File: src/rtl/mips_register_file.sv
`default_nettype none
// ============================================================================
// Module      : mips_register_file
// Description : 32 x 32-bit MIPS general-purpose register file. Two
//               combinational read ports, one synchronous write port, and a
//               debug read port. $zero is hardwired to 0. BYPASS selects
//               optional write-to-read forwarding.
// Revision    : 1.0 - initial release
// ============================================================================
module mips_register_file #(
    parameter bit          BYPASS  = 1'b0,
    parameter logic [31:0] SP_INIT = 32'h0000_0000,
    parameter logic [31:0] GP_INIT = 32'h0000_0000
) (
    input  logic        clk,
    input  logic        reset,
    input  logic [4:0]  a1,
    input  logic [4:0]  a2,
    input  logic [4:0]  a3,
    input  logic        we3,
    input  logic [31:0] wd3,
    output logic [31:0] rd1,
    output logic [31:0] rd2,
    input  logic [4:0]  dbg_a,
    output logic [31:0] dbg_rd
);

    localparam logic [4:0] REG_GP = 5'd28;
    localparam logic [4:0] REG_SP = 5'd29;

    // r0 has no storage; only r1..r31 are real registers.
    logic [31:0] regs [1:31];

    logic [31:0] stored_rd1;
    logic [31:0] stored_rd2;
    logic [31:0] stored_dbg;
    logic        write_active;

    // A write only lands when out of reset and not aimed at $zero.
    assign write_active = !reset && we3 && (a3 != 5'd0);

    // Register storage: async reset loads $gp/$sp init values, then one write per edge.
    always_ff @(posedge clk or posedge reset) begin
        if (reset) begin
            for (int i = 1; i < 32; i++) begin
                if (i == int'(REG_GP))
                    regs[i] <= GP_INIT;
                else if (i == int'(REG_SP))
                    regs[i] <= SP_INIT;
                else
                    regs[i] <= 32'h0;
            end
        end else if (we3 && (a3 != 5'd0)) begin
            regs[a3] <= wd3;
        end
    end

    // Combinational reads of the stored array; address 0 always reads zero.
    always_comb begin
        stored_rd1 = 32'h0;
        stored_rd2 = 32'h0;
        stored_dbg = 32'h0;
        if (a1 != 5'd0)
            stored_rd1 = regs[a1];
        if (a2 != 5'd0)
            stored_rd2 = regs[a2];
        if (dbg_a != 5'd0)
            stored_dbg = regs[dbg_a];
    end

    generate
        if (BYPASS) begin : g_bypass
            // Forward the in-flight write data to any port reading the target register.
            always_comb begin
                rd1    = (write_active && (a1    == a3)) ? wd3 : stored_rd1;
                rd2    = (write_active && (a2    == a3)) ? wd3 : stored_rd2;
                dbg_rd = (write_active && (dbg_a == a3)) ? wd3 : stored_dbg;
            end
        end else begin : g_no_bypass
            // Reads see only committed state; a same-cycle write appears after the edge.
            always_comb begin
                rd1    = stored_rd1;
                rd2    = stored_rd2;
                dbg_rd = stored_dbg;
            end
        end
    endgenerate

endmodule
`default_nettype wire

File: config.mk
export PLATFORM = sky130hd
export DESIGN_NAME = mips_register_file
export DESIGN_NICKNAME = d
export VERILOG_FILES = /design/src/rtl/mips_register_file.sv
export SDC_FILE = /design/constraint.sdc
export NUM_CORES = 2
export LEC_CHECK = 0
export BUFFER_PORTS_ARGS = -buffer_cell sky130_fd_sc_hd__clkbuf_2
export CORE_ASPECT_RATIO = 1.75
export CORE_MARGIN = 1
export CORE_UTILIZATION = 45
export CTS_BUF_LIST = sky130_fd_sc_hd__clkbuf_16
export CTS_CLUSTER_SIZE = 20
export DETAILED_ROUTE_END_ITERATION = 8
export GPL_ROUTABILITY_DRIVEN = 0
export PLACE_DENSITY = 0.58
export SKIP_CTS_REPAIR_TIMING = 1
export SYNTH_ARGS = -nofsm -noshare
export SYNTH_HDL_FRONTEND = slang
export SYNTH_SLANG_ARGS = --single-unit
File: constraint.sdc
create_clock -name clk -period 36.7 [get_ports clk]
set_clock_uncertainty 0.2 [all_clocks]
set_input_delay 5.505 -clock clk [delete_from_list [all_inputs] [get_ports clk]]
set_output_delay 5.505 -clock clk [all_outputs]
set_load 0.01 [all_outputs]
==> impl_metrics.csv <==
group,metric,value,unit
cts,clkTransAtPathRegs,0.06,ns
placement,portBuffers,150,
sta,fin_tns_setup,0,ns
critical_path,crit_arrival,10.56,ns
cts,h-tree-depth,3,
cts,cts_root_buf,"clkbuf_16",
floorplanning,die_x,281.9,um
critical_path,worstPathBufferInverterCount,6,
critical_path,path_max_fanout,62,
placement,dp.cells,6454,
final_layout,nets,4804,
cts,cts.sinks,992,
synth,netlist_instances,4919,
flow_run,cap_violations,0,
route,ant_nets,0,
pwr,ir_worst_vdd,0.06550,mV
sta,setup_slack,20.44,ns
min_path,hold_class,"register to register",
route,post-route-drc-count,0,
sta,period_share,0.4431,
pwr,fin_total_pwr,3.504,mW
cts,clk_path_buf_depth,3,
floorplanning,core_area,135900,um2
sta,fmax,61.49,MHz
global_route,grt_usage,0.3358,
route,drt-pass1-iter-count,6,
placement,dp_hpwl,139800,um
status,outcome,"complete, no violations",
critical_path,r2r_slack,35.65,ns
final_layout,final_common_cell,"mux2_2",
sta,relSlewSlack,0.1472,
final_layout,largest_reg_flops,992,
critical_path,end_kind,"output pin",
synth,ys_seq_elements,992,
final_layout,syn_to_final_growth,8.086,%
final_layout,fin_area,66690,um2
critical_path,path_class,"primary input to output pin",
synth,ys_warn_count,0,
route,vias_per_cell,6.918,
critical_path,cp.required,30.99,ns
synth,yosysSeqAreaShare,0.4024,
synth,syn_area,61700,um2
floorplanning,rows,179,
cts,cts-buffers-inserted,103,
route,vias,46032,
synth,synth.avg_cell_area,12.54,um2
floorplanning,pin_count,151,
synth,yosysUniqueCellTypes,43,
sta,setup_violations,0,
global_route,use_met3,0.06127,
cts,cts_tree,"yes",
floorplanning,dieArea,138600,um2
sta,slew_violations,0,
global_route,grt_pass1_vias,46786,
final_layout,stdcell_count,6654,
global_route,grt_max_degree,168,
critical_path,path_cells,"buf_8 -> buf_4 -> buf_4 -> buf_4 -> buf_4 -> mux4_2 -> a221oi_1 -> nor3_1 -> clkbuf_2",
sta,finalHoldViolCount,0,
global_route,use_met2,0.5398,
floorplanning,die_height,491.8,um
global_route,grt_pass1_wl,337000,um
synth,synth_nets,4974,
floorplanning,start_util,0.4538,
critical_path,path_common_cell,"buf_4",
cts,clk_latency,0.73,ns
pwr,p_leak,29.36,nW
global_route,use_met1,0.4168,
final_layout,reg_top3,"regs x992",
critical_path,crit_family,"buffers and inverters",
global_route,antenna_found_initial,13,
critical_path,critPathLaunchType,"primary input",
route,routed_wl,234100,um
global_route,gr-total-overflow,0,
final_layout,most-common-layout-cells,"1189 x mux2_2, 992 x dfrtp_1, 782 x mux2i_1, 476 x o22ai_1, 355 x nor3_1",
placement,placed_area,63150,um2
final_layout,drive_gt1_frac,0.4016,
critical_path,crit_slowest_cell,"buf_4",
sta,worstMarginPinSlew,1.276,ns
route,first_iter_violations,4179,
critical_path,cp_slowest_stage_delay,0.86,ns
placement,place_worst_setup_slack,20.50,ns
pwr,power.density,52.54,nW/um2
sta,rsz0062_at_grt,"false",
final_layout,top_register,"regs",
route,avgRoutedWirePerCell,35.19,um
sta,min_period,16.26,ns
global_route,grt-busiest-layer,"met2",
final cells by class:
| class | count | area, um2 |
|---|---|---|
| Tap cell | 1810 | 2265 |
| Inverter | 2 | 15.01 |
| Multi-Input combinational cell | 3387 | 34330 |
| Antenna cell | 8 | 20.02 |
| Timing Repair Buffer | 263 | 1710 |
| Clock inverter | 85 | 840.8 |
| Sequential cell | 992 | 24820 |
| Fill cell | 12311 | 69260 |
| Clock buffer | 107 | 2678 |
synthesized netlist by cell type, drive strengths merged:
master	number	area share
mux2	1269	0.23
dfrtp	992	0.40
mux2i	782	0.13
o22ai	476	0.048
nor3	367	0.031
buf	339	0.034
clkbuf	199	0.012
mux4	193	0.070
a221oi	187	0.032
nand2	24	0.0015
nor2	21	0.0016
nand2b	10	0.0010
nor2b	10	0.0011
nand3b	7	0.00091
or2	7	0.00071
o31ai	5	0.00061
and2	4	0.00041
nor3b	4	0.00073
or3	4	0.00041
or3b	4	0.00057
a221o	3	0.00049
a22oi	2	0.00024
inv	2	0.00012
nand3	2	0.00016
a2111oi	1	0.00024
a211oi	1	0.00012
a311oi	1	0.00014
and3	1	0.00010
and3b	1	0.00014
nor4	1	0.00010
final timing paths:
path,cells after the start,from,end
max in group asynchronous,7,reset,regs[753]
worst max-delay path,9,dbg_a[0],dbg_rd[16]
worst min-delay path,1,regs[599],regs[599]
worst max register to register,1,regs[19],regs[19]
min in group asynchronous,2,reset,regs[2]
worst min register to register,1,regs[599],regs[599]
per-layer routing:
metal,vias to the layer above,wire length [um]
li1,18822,-
met1,24290,90940
met2,2163,111000
met3,743,16890
met4,14,15190
met5,-,103
where the power goes:
| part | internal (mW) | total, mW | switching, mW |
|---|---|---|---|
| sequential | 1.31 | 1.52 | 0.214 |
| clock | 0.645 | 1.12 | 0.477 |
| combinational | 0.449 | 0.859 | 0.410 |
| total | 2.40 | 3.50 | 1.10 |
metrics by stage:
step | util | hold WS, ns
global route | 0.4905 | 0.3478
CTS | 0.4904 | 0.3289
floorplan | - | 0.2869
finish | 0.4905 | 0.3286
detailed placement | 0.4645 | 0.3150
global placement | 0.4645 | 0.2972
cell families (layout without fill, tap and decap cells):
kind of cell / Yosys count / count (layout) / synth area share
DFF: 992 / 992 / 0.4024
muxes: 2244 / 2244 / 0.4289
AOI/OAI and AO/OA: 676 / 676 / 0.08254
and+or+nand+nor: 467 / 467 / 0.04011
other: 0 / 8 / 0
buffers and inverters: 540 / 457 / 0.04606
Power figures use the tool's default switching activity.
